### src/rtl/axis_packet_arbiter_pkg.sv
// Shared definitions for the packet arbiter slice.
//   state_e        : FSM encoding (IDLE=0, XFER=1)
//   onehot_to_idx  : one-hot grant vector to binary index
//   rr_search      : round-robin first-requester search over n sources
package axis_packet_arbiter_pkg;

  typedef enum logic {
    IDLE = 1'b0,
    XFER = 1'b1
  } state_e;

  localparam int unsigned MAX_N = 16;
  localparam int unsigned IDX_W = 4;

  function automatic logic [IDX_W-1:0] onehot_to_idx(input logic [MAX_N-1:0] oh);
    logic [IDX_W-1:0] idx;
    idx = '0;
    for (int unsigned i = 0; i < MAX_N; i++) begin
      if (oh[i]) idx = idx | IDX_W'(i);
    end
    return idx;
  endfunction

  // Returns {found, index}: first set req bit in the order ptr, ptr+1, ... n-1, 0, ... ptr-1.
  function automatic logic [IDX_W:0] rr_search(input logic [MAX_N-1:0] req,
                                               input logic [IDX_W-1:0] ptr,
                                               input int unsigned n);
    logic             found;
    logic [IDX_W-1:0] idx;
    logic [IDX_W-1:0] cand;
    found = 1'b0;
    idx   = '0;
    cand  = '0;
    for (int unsigned i = 0; i < MAX_N; i++) begin
      if (i < n) begin
        cand = IDX_W'((32'(ptr) + i) % n);
        if (!found && req[cand]) begin
          found = 1'b1;
          idx   = cand;
        end
      end
    end
    return {found, idx};
  endfunction

endpackage

### src/rtl/axis_packet_arbiter_rr_select.sv
// Combinational round-robin selector.
//   req_i   : request vector, one bit per source
//   ptr_i   : highest-priority source index
//   grant_o : one-hot winner (zero when no request)
//   valid_o : at least one request present
module axis_packet_arbiter_rr_select
  import axis_packet_arbiter_pkg::*;
#(
  parameter  int unsigned N  = 2,
  localparam int unsigned PW = (N > 1) ? $clog2(N) : 1
) (
  input  logic [N-1:0]  req_i,
  input  logic [PW-1:0] ptr_i,
  output logic [N-1:0]  grant_o,
  output logic          valid_o
);

  logic [IDX_W:0] pick;

  always_comb begin
    pick    = rr_search(MAX_N'(req_i), IDX_W'(ptr_i), N);
    valid_o = pick[IDX_W];
    grant_o = '0;
    for (int unsigned k = 0; k < N; k++) begin
      grant_o[k] = pick[IDX_W] && (pick[IDX_W-1:0] == IDX_W'(k));
    end
  end

endmodule

### src/rtl/axis_packet_arbiter.sv
// Packet-granular round-robin arbiter sharing one AXI-Stream-style sink among N sources.
//   i_clk, i_rst_n          : clock, synchronous active-low reset
//   i_data/i_last/i_valid   : per-source beats (source k at i_data[k*DW +: DW])
//   o_ready                 : per-source ready, only the owner's bit follows i_ready
//   o_data/o_last/o_valid   : muxed beat to the sink; i_ready is the sink ready
//   o_grant                 : one-hot current owner, zero when idle
//   o_busy                  : a packet is owned
//   o_pkt_cnt               : completed packets, wraps modulo 2^CW
module axis_packet_arbiter
  import axis_packet_arbiter_pkg::*;
#(
  parameter int unsigned N  = 2,
  parameter int unsigned DW = 8,
  parameter int unsigned CW = 16
) (
  input  logic            i_clk,
  input  logic            i_rst_n,
  input  logic [N*DW-1:0] i_data,
  input  logic [N-1:0]    i_last,
  input  logic [N-1:0]    i_valid,
  output logic [N-1:0]    o_ready,
  output logic [DW-1:0]   o_data,
  output logic            o_last,
  output logic            o_valid,
  input  logic            i_ready,
  output logic [N-1:0]    o_grant,
  output logic            o_busy,
  output logic [CW-1:0]   o_pkt_cnt
);

  localparam int unsigned PW = (N > 1) ? $clog2(N) : 1;

  state_e           state_q, state_d;
  logic [N-1:0]     grant_q, grant_d;
  logic [PW-1:0]    ptr_q, ptr_d;
  logic [CW-1:0]    cnt_q, cnt_d;

  logic [N-1:0]     rr_grant;
  logic             rr_valid;
  logic [DW-1:0]    data_sel;
  logic             last_sel;
  logic             valid_sel;
  logic [IDX_W-1:0] own_idx;
  logic [PW-1:0]    ptr_next;

  axis_packet_arbiter_rr_select #(.N(N)) u_rr_select (
    .req_i   (i_valid),
    .ptr_i   (ptr_q),
    .grant_o (rr_grant),
    .valid_o (rr_valid)
  );

  // One-hot mux driven straight from the registered grant; zero when idle.
  always_comb begin
    data_sel  = '0;
    last_sel  = 1'b0;
    valid_sel = 1'b0;
    for (int unsigned k = 0; k < N; k++) begin
      if (grant_q[k]) begin
        data_sel  = i_data[k*DW +: DW];
        last_sel  = i_last[k];
        valid_sel = i_valid[k];
      end
    end
  end

  // Owner just finished becomes lowest priority next time.
  always_comb begin
    own_idx = onehot_to_idx(MAX_N'(grant_q));
    if (N == 1 || own_idx == IDX_W'(N - 1)) ptr_next = '0;
    else                                    ptr_next = PW'(own_idx + IDX_W'(1));
  end

  always_comb begin
    state_d = state_q;
    grant_d = grant_q;
    ptr_d   = ptr_q;
    cnt_d   = cnt_q;
    o_valid = 1'b0;
    o_ready = '0;
    o_data  = data_sel;
    o_last  = last_sel;
    unique case (state_q)
      IDLE: begin
        if (rr_valid) begin
          grant_d = rr_grant;
          state_d = XFER;
        end
      end
      XFER: begin
        o_valid = valid_sel;
        o_ready = grant_q & {N{i_ready}};
        if (valid_sel && i_ready && last_sel) begin
          state_d = IDLE;
          grant_d = '0;
          ptr_d   = ptr_next;
          cnt_d   = cnt_q + CW'(1);
        end
      end
      default: state_d = IDLE;
    endcase
  end

  always_ff @(posedge i_clk) begin
    if (!i_rst_n) begin
      state_q <= IDLE;
      grant_q <= '0;
      ptr_q   <= '0;
      cnt_q   <= '0;
    end else begin
      state_q <= state_d;
      grant_q <= grant_d;
      ptr_q   <= ptr_d;
      cnt_q   <= cnt_d;
    end
  end

  assign o_grant   = grant_q;
  assign o_busy    = (state_q == XFER);
  assign o_pkt_cnt = cnt_q;

endmodule

### config.mk
export PLATFORM = sky130hd
export DESIGN_NAME = axis_packet_arbiter
export DESIGN_NICKNAME = d
export VERILOG_FILES = /design/src/rtl/axis_packet_arbiter_pkg.sv /design/src/rtl/axis_packet_arbiter_rr_select.sv /design/src/rtl/axis_packet_arbiter.sv
export SDC_FILE = /design/constraint.sdc
export NUM_CORES = 1
export LEC_CHECK = 0
export BUFFER_PORTS_ARGS = -buffer_cell sky130_fd_sc_hd__buf_2
export CAP_MARGIN = 20
export CORE_MARGIN = 1
export CORE_UTILIZATION = 41
export DETAILED_ROUTE_END_ITERATION = 8
export GPL_TIMING_DRIVEN = 0
export PLACE_DENSITY = 0.75
export SYNTH_ARGS = -nofsm -noshare
export SYNTH_HDL_FRONTEND = slang
export SYNTH_SLANG_ARGS = --single-unit
### constraint.sdc
create_clock -name i_clk -period 1.6 [get_ports i_clk]
set_input_delay 0.24 -clock i_clk [delete_from_list [all_inputs] [get_ports i_clk]]
set_output_delay 0.24 -clock i_clk [all_outputs]
set_load 0.02 [all_outputs]
==> results of run 1 <==
-- through the flow --
| step | total power, mW | area (um2) | utilization | setup WS, ns |
|---|---|---|---|---|
| floorplan | 0.612 | 1130 | - | -0.0340 |
| global placement | 0.674 | 1440 | 0.564 | -0.0278 |
| detailed placement | 0.679 | 1440 | 0.564 | -0.0421 |
| CTS | 0.919 | 1540 | 0.607 | 0.00110 |
| global route | 0.955 | 1560 | 0.612 | -0.0119 |
| finish | 0.913 | 1560 | 0.612 | 0.0648 |
-- sequential cells by signal, indices dropped and copies added, names as in the netlist --
signal / count
o_busy: 1
o_pkt_cnt: 16
o_grant: 2
ptr_q: 1
-- layout by cell type, fill, tap and decap left out, drive strengths merged, types with 2 or more instances in the layout --
| master | instances |
|---|---|
| nor3 | 2 |
| clkbuf | 5 |
| xor2 | 2 |
| nand2 | 12 |
| o2111ai | 3 |
| or3 | 8 |
| a21oi | 13 |
| buf | 62 |
| nand4 | 2 |
| nor2b | 2 |
| nor2 | 8 |
| and4 | 2 |
| o21ai | 12 |
| a22o | 8 |
| and3 | 5 |
| inv | 3 |
| and2 | 2 |
| dfxtp | 20 |
| xnor2 | 3 |
| nand3 | 4 |
-- cell type report --
| type | count | area (um2) |
|---|---|---|
| fillers | 227 | 988 |
| flip-flops and latches | 20 | 420 |
| multi-input cells | 104 | 716 |
| well taps | 30 | 37.5 |
| repair buffers | 57 | 298 |
| clock buffers | 3 | 22.5 |
| plain buffers | 7 | 51.3 |
| inverters | 3 | 11.3 |
-- final timing paths --
| path | startpoint | to | slack [ns] |
|---|---|---|---|
| max | o_grant[1] | o_pkt_cnt[11] | 0.06 |
| min | i_valid[0] | o_busy | 0.33 |
| max reg2reg | o_grant[1] | o_pkt_cnt[11] | 0.06 |
| min reg2reg | o_pkt_cnt[15] | o_pkt_cnt[15] | 0.50 |
-- power breakdown --
part	total (mW)	internal, mW	switching, mW
Clock	0.232	0.0877	0.144
Combinational	0.172	0.0744	0.0980
Sequential	0.509	0.499	0.00996
Total	0.913	0.661	0.252
-- routing by layer --
metal,wire (um),GRT usage,part of all wire,up-vias
li1,-,-,-,635
met2,1540,0.396,0.49,32
met1,1420,0.289,0.45,586
met5,0,0,0,-
met4,48,0.0684,0.015,0
met3,129,0.0639,0.041,6
-- worst register-to-register path: stages (launching register included) --
cell and delay, ns:
dfxtp_4 0.40, and4b_1 0.27, buf_6 0.14, o2111ai_4 0.16, or3_1 0.38, a21oi_1 0.13
-- cell families (layout without fill, tap and decap cells) --
logic type                 after synthesis  in the layout  share of synthesized area
AOI/OAI and AO/OA                       45             46                      0.295
xor gates and xnor gates                 5              5                     0.0388
adders and majority gates                1              1                     0.0111
buffers and inverters                   11             70                     0.0510
DFF                                     20             20                      0.355
and+or+nand+nor                         52             52                      0.249
-- synthesized netlist by cell type (all sizes together) (2+ instances only) --
library cell	instances
nand3	4
inv	3
and3	5
nor2b	2
buf	2
clkbuf	6
and2	2
or3	8
nor3	2
nor2	8
and4	2
xnor2	3
a22o	8
xor2	2
nand2	12
o21ai	12
o2111ai	2
a21oi	13
nand4	2
dfxtp	20
-- timing repair --
| action | in CTS | in global routing |
|---|---|---|
| pin swaps | 5 | 0 |
| gates resized for setup | 14 | 16 |
| hold endpoints to repair | 0 | 0 |
| setup buffers | 3 | 0 |
| cloned | 2 | 0 |
| setup endpoints to repair | 19 | 23 |
==> flow_summary_export.csv, run 1 <==
group,metric,value,unit
routing,drtAntennaViolNets,0,
setup_path,worst-path-buf-inv,1,
synth,yosysTopAreaCellShare,0.355,
synth,netlist_area,0.00113,mm2
synth,synth_edf_count,0,
setup_path,r2r_cells,5,
clocking,cts.clk_slew.worst_paths,0.11,ns
job,drv_cap,0,
synth,synth_top_flop_cell,"dfxtp_1",
synth,synth_cells,134,
floorplan,ios,54,
floorplan,start_util,0.443,
clocking,ctsHtreeMaxLevel,1,
clocking,tritoncts,"done",
timing,post-route-period-util,0.960,
timing,finalSetupTns,0,ns
timing,tightest_slew,0.474,ns
setup_path,worst_ep_arrival_time,1.77,ns
clocking,root_buffer,"clkbuf_4",
synth,ys_top_cells_by_area,"dfxtp_1 (35%), a22o_1 (6.2%), a21oi_1 (5.8%), o21ai_0 (4.4%), or3_1 (4.4%)",
final_layout,layout.nets,220,
hold_path,whs_path_depth,3,
power_and_ir_drop,p_per_area,586,mW/mm2
grt,antenna_found_initial,0,
routing,wl,3.13,mm
timing,whs,0.332,ns
final_layout,drive_gt1_frac,0.428,
timing,relSlewSlack,0.684,
floorplan,placementRows,18,
floorplan,dieArea,0.00297,mm2
routing,drtIter0Drc,36,
routing,vias,1259,
setup_path,worst_path_max_delay_cell,"dfxtp_4",
routing,viasPerCell,5.62,
timing,period_minus_slack,1.54,ns
hold_path,hp-class,"primary input to register",
timing,setup_viol,0,
setup_path,cp-start-kind,"register",
timing,slew_violations,0,
synth,ys_types,39,
final_layout,syn2layout_area_growth,37.9,%
grt,grt_pass1_vias,1155,
synth,syn_area_per_cell,8.42,um2
timing,max_freq,651,MHz
setup_path,cp.depth,5,
grt,track_usage,0.235,
synth,ys_seq_area_frac,0.355,
clocking,numCtsBuffers,3,
timing,hold_viol,0,
clocking,holdBufCountCts,0,
routing,dr.pass1.iters,4,
clocking,cts_buffer_depth,2,
setup_path,crit_fanout,11,
clocking,clock_sinks,20,
synth,synth-seq-cells,20,
power_and_ir_drop,irDropWorstVdd,646,uV
timing,fin_skew,0.00906,ns
final_layout,finalNonFillerCells,224,
setup_path,criticalPathCategory,"register to register",
synth,synth-async-reset-ratio,0,
grt,gr-total-overflow,0,
setup_path,critical-path-top-delay-family,"simple AND/OR/NAND/NOR gates",
timing,rsz0062_at_grt,"yes",
synth,synth_nets,158,
grt,grt_pass1_wl,5.06,mm
final_layout,antenna_cells,0,
routing,wl_per_cell,14.0,um
grt,grt_max_degree,11,
run_status,status,"finished, final reports clean",
synth,yosysTopAreaCell,"dfxtp_1",
setup_path,crit_chain,"and4b_1 -> buf_6 -> o2111ai_4 -> or3_1 -> a21oi_1",
place,place.detailed.hpwl,2.25,mm
floorplan,die_w,54.5,um
clocking,clock_latency,0.30,ns
setup_path,cpPeakStageDelay,0.40,ns
floorplan,core,0.00254,mm2
power_and_ir_drop,leakage,0.694,nW
synth,ys_warn_count,0,
setup_path,worstPathRequired,1.84,ns
setup_path,cp-end-kind,"register",
routing,drc,0,
floorplan,die_h,54.5,um
place,portBuffers,53,
place,place_congestion,0.823,
place,dp.cells,217,
Note: power is estimated with default switching activity, not from simulation.
==> inputs of run 2 (changes only) <==
Settings changed: CORE_ASPECT_RATIO set to 0.75.
==> flow_summary_export.csv, run 2 (same netlist as run 1, synthesis figures left out) <==
group,metric,value,unit
final_layout,final_core_util,0.589,
place,place_worst_setup_slack,-0.0658,ns
routing,wl_per_cell,12.6,um
power_and_ir_drop,total_power,0.899,mW
routing,vias,1223,
power_and_ir_drop,clock_power_share,0.257,
setup_path,cp-end-kind,"output pin",
clocking,tritoncts,"done",
timing,period_minus_slack,1.55,ns
routing,drtIter0Drc,58,
floorplan,placementRows,16,
final_layout,drive_gt1_frac,0.415,
routing,drtAntennaViolNets,0,
grt,antenna_found_initial,0,
place,portBuffers,53,
routing,dr.pass1.iters,4,
setup_path,crit_fanout,9,
timing,rsz0062_at_grt,"yes",
final_layout,antenna_cells,0,
final_layout,layout.nets,219,
setup_path,crit_path_end,"o_valid",
power_and_ir_drop,internal_power,0.654,mW
floorplan,dieArea,0.00297,mm2
final_layout,largest_reg_flops,16,
job,drv_cap,0,
setup_path,worst_ep_arrival_time,1.31,ns
power_and_ir_drop,irDropWorstVdd,471,uV
floorplan,core,0.00260,mm2
timing,max_freq,644,MHz
floorplan,die_h,47.4,um
place,dp.cells,223,
timing,slew_violations,0,
clocking,ctsHtreeMaxLevel,1,
timing,setup_slack,0.0481,ns
setup_path,r2r_end,"o_pkt_cnt[14]",
clocking,holdBufCountCts,0,
setup_path,criticalPathCategory,"register to output pin",
clocking,numCtsBuffers,3,
routing,wl,2.90,mm
place,place_congestion,0.798,
routing,viasPerCell,5.34,
final_layout,final_common_cell,"buf_2",
timing,hold_viol,0,
routing,drc,0,
final_layout,syn2layout_area_growth,35.8,%
floorplan,ios,54,
clocking,root_buffer,"clkbuf_4",
setup_path,reg2reg_from,"o_grant[1]",
grt,grt_pass1_wl,4.49,mm
power_and_ir_drop,leakage,0.686,nW
final_layout,final_cell_mix,"buf_2 (53), dfxtp_1 (13), nand2_1 (12), a21oi_1 (12), o21ai_0 (9)",
clocking,clock_sinks,20,
timing,tightest_slew,0.473,ns
power_and_ir_drop,switching_share,0.272,
timing,post-route-period-util,0.970,
final_layout,finalNonFillerCells,229,
grt,gr-total-overflow,0,
setup_path,regToRegSetupSlack,0.05,ns
power_and_ir_drop,p_per_area,587,mW/mm2
timing,fin_skew,0.000625,ns
run_status,status,"finished, final reports clean",
power_and_ir_drop,switching_power,0.245,mW
place,place.detailed.hpwl,2.23,mm
grt,grt_pass1_vias,1000,
power_and_ir_drop,combPwrFrac,0.181,
setup_path,cp-start-kind,"register",
setup_path,startpoint,"o_grant[0]",
timing,relSlewSlack,0.685,
floorplan,die_w,62.6,um
power_and_ir_drop,sequentialPowerShare,0.563,
clocking,cts.clk_slew.worst_paths,0.10,ns
setup_path,worstPathRequired,1.36,ns
grt,track_usage,0.195,
floorplan,start_util,0.434,
clocking,cts_buffer_depth,2,
timing,setup_viol,0,
grt,grt_max_degree,11,
clocking,clock_latency,0.29,ns
hold_path,hp-class,"primary input to register",
setup_path,r2r_cells,5,
==> run 2: how the worst min path moves through the flow <==
stage,start,end,cells past startpoint,slack (ns)
after floorplan,i_valid[1],o_busy,2,0.41
after global routing,i_valid[1],o_busy,3,0.31
after CTS,i_valid[0],o_busy,3,0.29
after global placement,o_pkt_cnt[15],o_pkt_cnt[15],2,0.46
after detailed placement,o_pkt_cnt[15],o_pkt_cnt[15],2,0.48
final,i_valid[0],o_busy,3,0.30
==> run 2: through the flow <==
step | area (um2) | hold WS (ns) | TNS, ns
2_1_floorplan | 1130 | 0.410 | -0.0340
3_3_place_gp | 1440 | 0.456 | -0.0519
3_5_place_dp | 1440 | 0.480 | -0.178
4_1_cts | 1510 | 0.286 | 0
5_1_grt | 1530 | 0.313 | -0.114
6_report | 1530 | 0.302 | 0
==> run 2: cell type report <==
type                    count  area (um2)
plain buffers               7        43.8
clock buffers               3        22.5
fillers                   235        1070
inverters                   3        11.3
multi-input cells         103         693
flip-flops and latches     20         419
well taps                  36        45.0
repair buffers             57         298
==> run 2: power groups by stage <==
stage | Clock [mW] | Combinational [mW] | Sequential (mW)
finish | 0.231 | 0.162 | 0.506
global placement | 0 | 0.154 | 0.520
global route | 0.268 | 0.174 | 0.507
detailed placement | 0 | 0.158 | 0.520
floorplan | 0 | 0.0854 | 0.526
CTS | 0.237 | 0.158 | 0.508
==> run 2: repair_timing <==
| action | 4_1_cts | 5_1_grt |
|---|---|---|
| pin swaps | 5 | 1 |
| buffers inserted | 3 | 1 |
| endpoints found under the hold margin | 0 | 0 |
| setup endpoints to repair | 19 | 13 |
| gates resized for setup | 15 | 9 |
==> run 2: layer usage <==
layer | track usage | wire (um) | part of all wire | vias up
met5 | 0 | 0 | 0 | -
met4 | 0.0512 | 8 | 0.0028 | 0
met3 | 0.0524 | 127 | 0.044 | 2
met2 | 0.328 | 1350 | 0.47 | 25
met1 | 0.256 | 1410 | 0.49 | 574
li1 | - | - | - | 622
==> run 2: worst max-delay path: stages (launching register included) <==
cell and delay (ns):
dfxtp_4 0.38, nor2b_1 0.13, buf_4 0.16, a22oi_1 0.14, nor2b_1 0.07, buf_4 0.15
==> inputs of run 3 (changes only) <==
Settings changed: SETUP_SLACK_MARGIN set to 0.2.
==> flow_summary_export.csv, run 3 (same netlist as run 1, synthesis figures left out) <==
group,metric,value,unit
timing,hold_viol,0,
routing,wl_per_cell,13.6,um
setup_path,startpoint,"o_grant[1]",
run_status,violations,"setup timing",
routing,drtAntennaViolNets,0,
timing,relSlewSlack,0.681,
routing,wl_met2,1.62,mm
setup_path,worstPathRequired,1.36,ns
final_layout,syn2layout_area_growth,51.1,%
timing,max_freq,617,MHz
clocking,root_buffer,"clkbuf_4",
power_and_ir_drop,leakage,0.743,nW
final_layout,layout.nets,226,
grt,grt_pass1_vias,1120,
final_layout,final_common_cell,"buf_2",
clocking,cts_buffer_depth,2,
setup_path,worst_ep_arrival_time,1.38,ns
setup_path,crit_fanout,7,
setup_path,r2r_cells,6,
job,drv_cap,0,
floorplan,core,0.00260,mm2
place,dp.cells,223,
power_and_ir_drop,irDropWorstVdd,388,uV
place,portBuffers,53,
routing,wl,3.21,mm
run_status,status,"finished with violations",
setup_path,regToRegSetupSlack,-0.01,ns
setup_path,crit_path_end,"o_valid",
clocking,cts.clk_slew.worst_paths,0.10,ns
timing,rsz0062_at_grt,"yes",
clocking,ctsHtreeMaxLevel,1,
timing,post-route-period-util,1.01,
setup_path,reg2reg_from,"o_grant[1]",
grt,track_usage,0.216,
floorplan,dieArea,0.00297,mm2
floorplan,placementRows,16,
place,place.detailed.hpwl,2.23,mm
grt,grt_pass1_wl,4.97,mm
timing,period_minus_slack,1.62,ns
setup_path,cp-start-kind,"register",
clocking,holdBufCountCts,0,
routing,wl_met3,106,um
timing,setup_slack,-0.0214,ns
hold_path,hp-class,"primary input to register",
power_and_ir_drop,p_per_area,567,mW/mm2
timing,fin_skew,0.00194,ns
clocking,clock_latency,0.30,ns
routing,drc,0,
grt,grt_max_degree,12,
clocking,numCtsBuffers,3,
setup_path,r2r_end,"o_pkt_cnt[8]",
clocking,tritoncts,"done",
final_layout,final_cell_mix,"buf_2 (42), buf_4 (14), nand2_1 (12), a21oi_1 (11), dfxtp_1 (11)",
final_layout,finalNonFillerCells,237,
floorplan,start_util,0.434,
place,place_worst_setup_slack,0.00214,ns
grt,gr-total-overflow,0,
routing,met1Wirelength,1.48,mm
setup_path,criticalPathCategory,"register to output pin",
place,place_congestion,0.798,
routing,vias,1271,
routing,drtIter0Drc,48,
clocking,clock_sinks,20,
timing,slew_violations,0,
timing,setup_viol,2,
timing,tightest_slew,0.479,ns
grt,antenna_found_initial,0,
timing,whs,0.342,ns
setup_path,cp-end-kind,"output pin",
routing,viasPerCell,5.36,
routing,highest_layer,"met4",
final_layout,fill_cells,222,
routing,dr.pass1.iters,4,
floorplan,ios,54,
final_layout,largest_reg_flops,16,
power_and_ir_drop,total_power,0.967,mW
final_layout,drive_gt1_frac,0.458,
floorplan,die_h,47.4,um
floorplan,die_w,62.6,um
final_layout,antenna_cells,0,
[run 3: per-stage QoR]
step | utilization | instance area (um2) | TNS (ns)
3_3_place_gp | 0.565 | 1470 | 0
3_5_place_dp | 0.565 | 1470 | 0
6_report | 0.655 | 1710 | -0.0317
4_1_cts | 0.631 | 1640 | -0.0318
5_1_grt | 0.655 | 1710 | -0.705
2_1_floorplan | - | 1160 | 0
[run 3: worst min-delay path by stage]
| stage | startpoint | to | slack, ns | cells past startpoint |
|---|---|---|---|---|
| final | i_valid[1] | o_busy | 0.34 | 3 |
| after global routing | i_valid[1] | o_busy | 0.39 | 3 |
| after CTS | i_valid[1] | o_busy | 0.33 | 3 |
| after detailed placement | o_pkt_cnt[15] | o_pkt_cnt[15] | 0.49 | 2 |
| after global placement | o_pkt_cnt[15] | o_pkt_cnt[15] | 0.46 | 2 |
| after floorplan | i_valid[1] | o_busy | 0.41 | 2 |
[run 3: timing repair]
| action | in CTS | in global routing |
|---|---|---|
| resized for setup | 28 | 14 |
| pin swaps | 10 | 5 |
| cloned | 1 | 0 |
| setup buffers | 6 | 3 |
| setup endpoints to repair | 24 | 32 |
[run 3: worst max-delay path: stages (launching register included)]
cell and delay [ns]:
dfxtp_4 0.36, buf_6 0.13, nor2b_4 0.16, buf_8 0.13, a22oi_2 0.06, nor2b_2 0.13
buf_6 0.12
[run 3: where the power goes]
part	internal (mW)	leakage (nW)	switching, mW
logic	0.101	0.562	0.109
registers	0.503	0.166	0.00693
clock network	0.0974	0.0150	0.149
total	0.702	0.743	0.265
[run 3: per-layer routing]
metal	vias up	GRT usage
li1	639	-
met1	604	0.271
met2	26	0.404
met4	0	0.0372
met3	2	0.0429
met5	-	0
[run 3: layout make-up]
class	instances	area, um2	share of cell area
Multi-Input combinational cell	103	732	0.429
Sequential cell	20	414	0.243
Timing Repair Buffer	63	394	0.231
Buffer	8	82.6	0.0484
Tap cell	36	45.0	0.0264
Clock buffer	4	26.3	0.0154
Inverter	3	11.3	0.00660
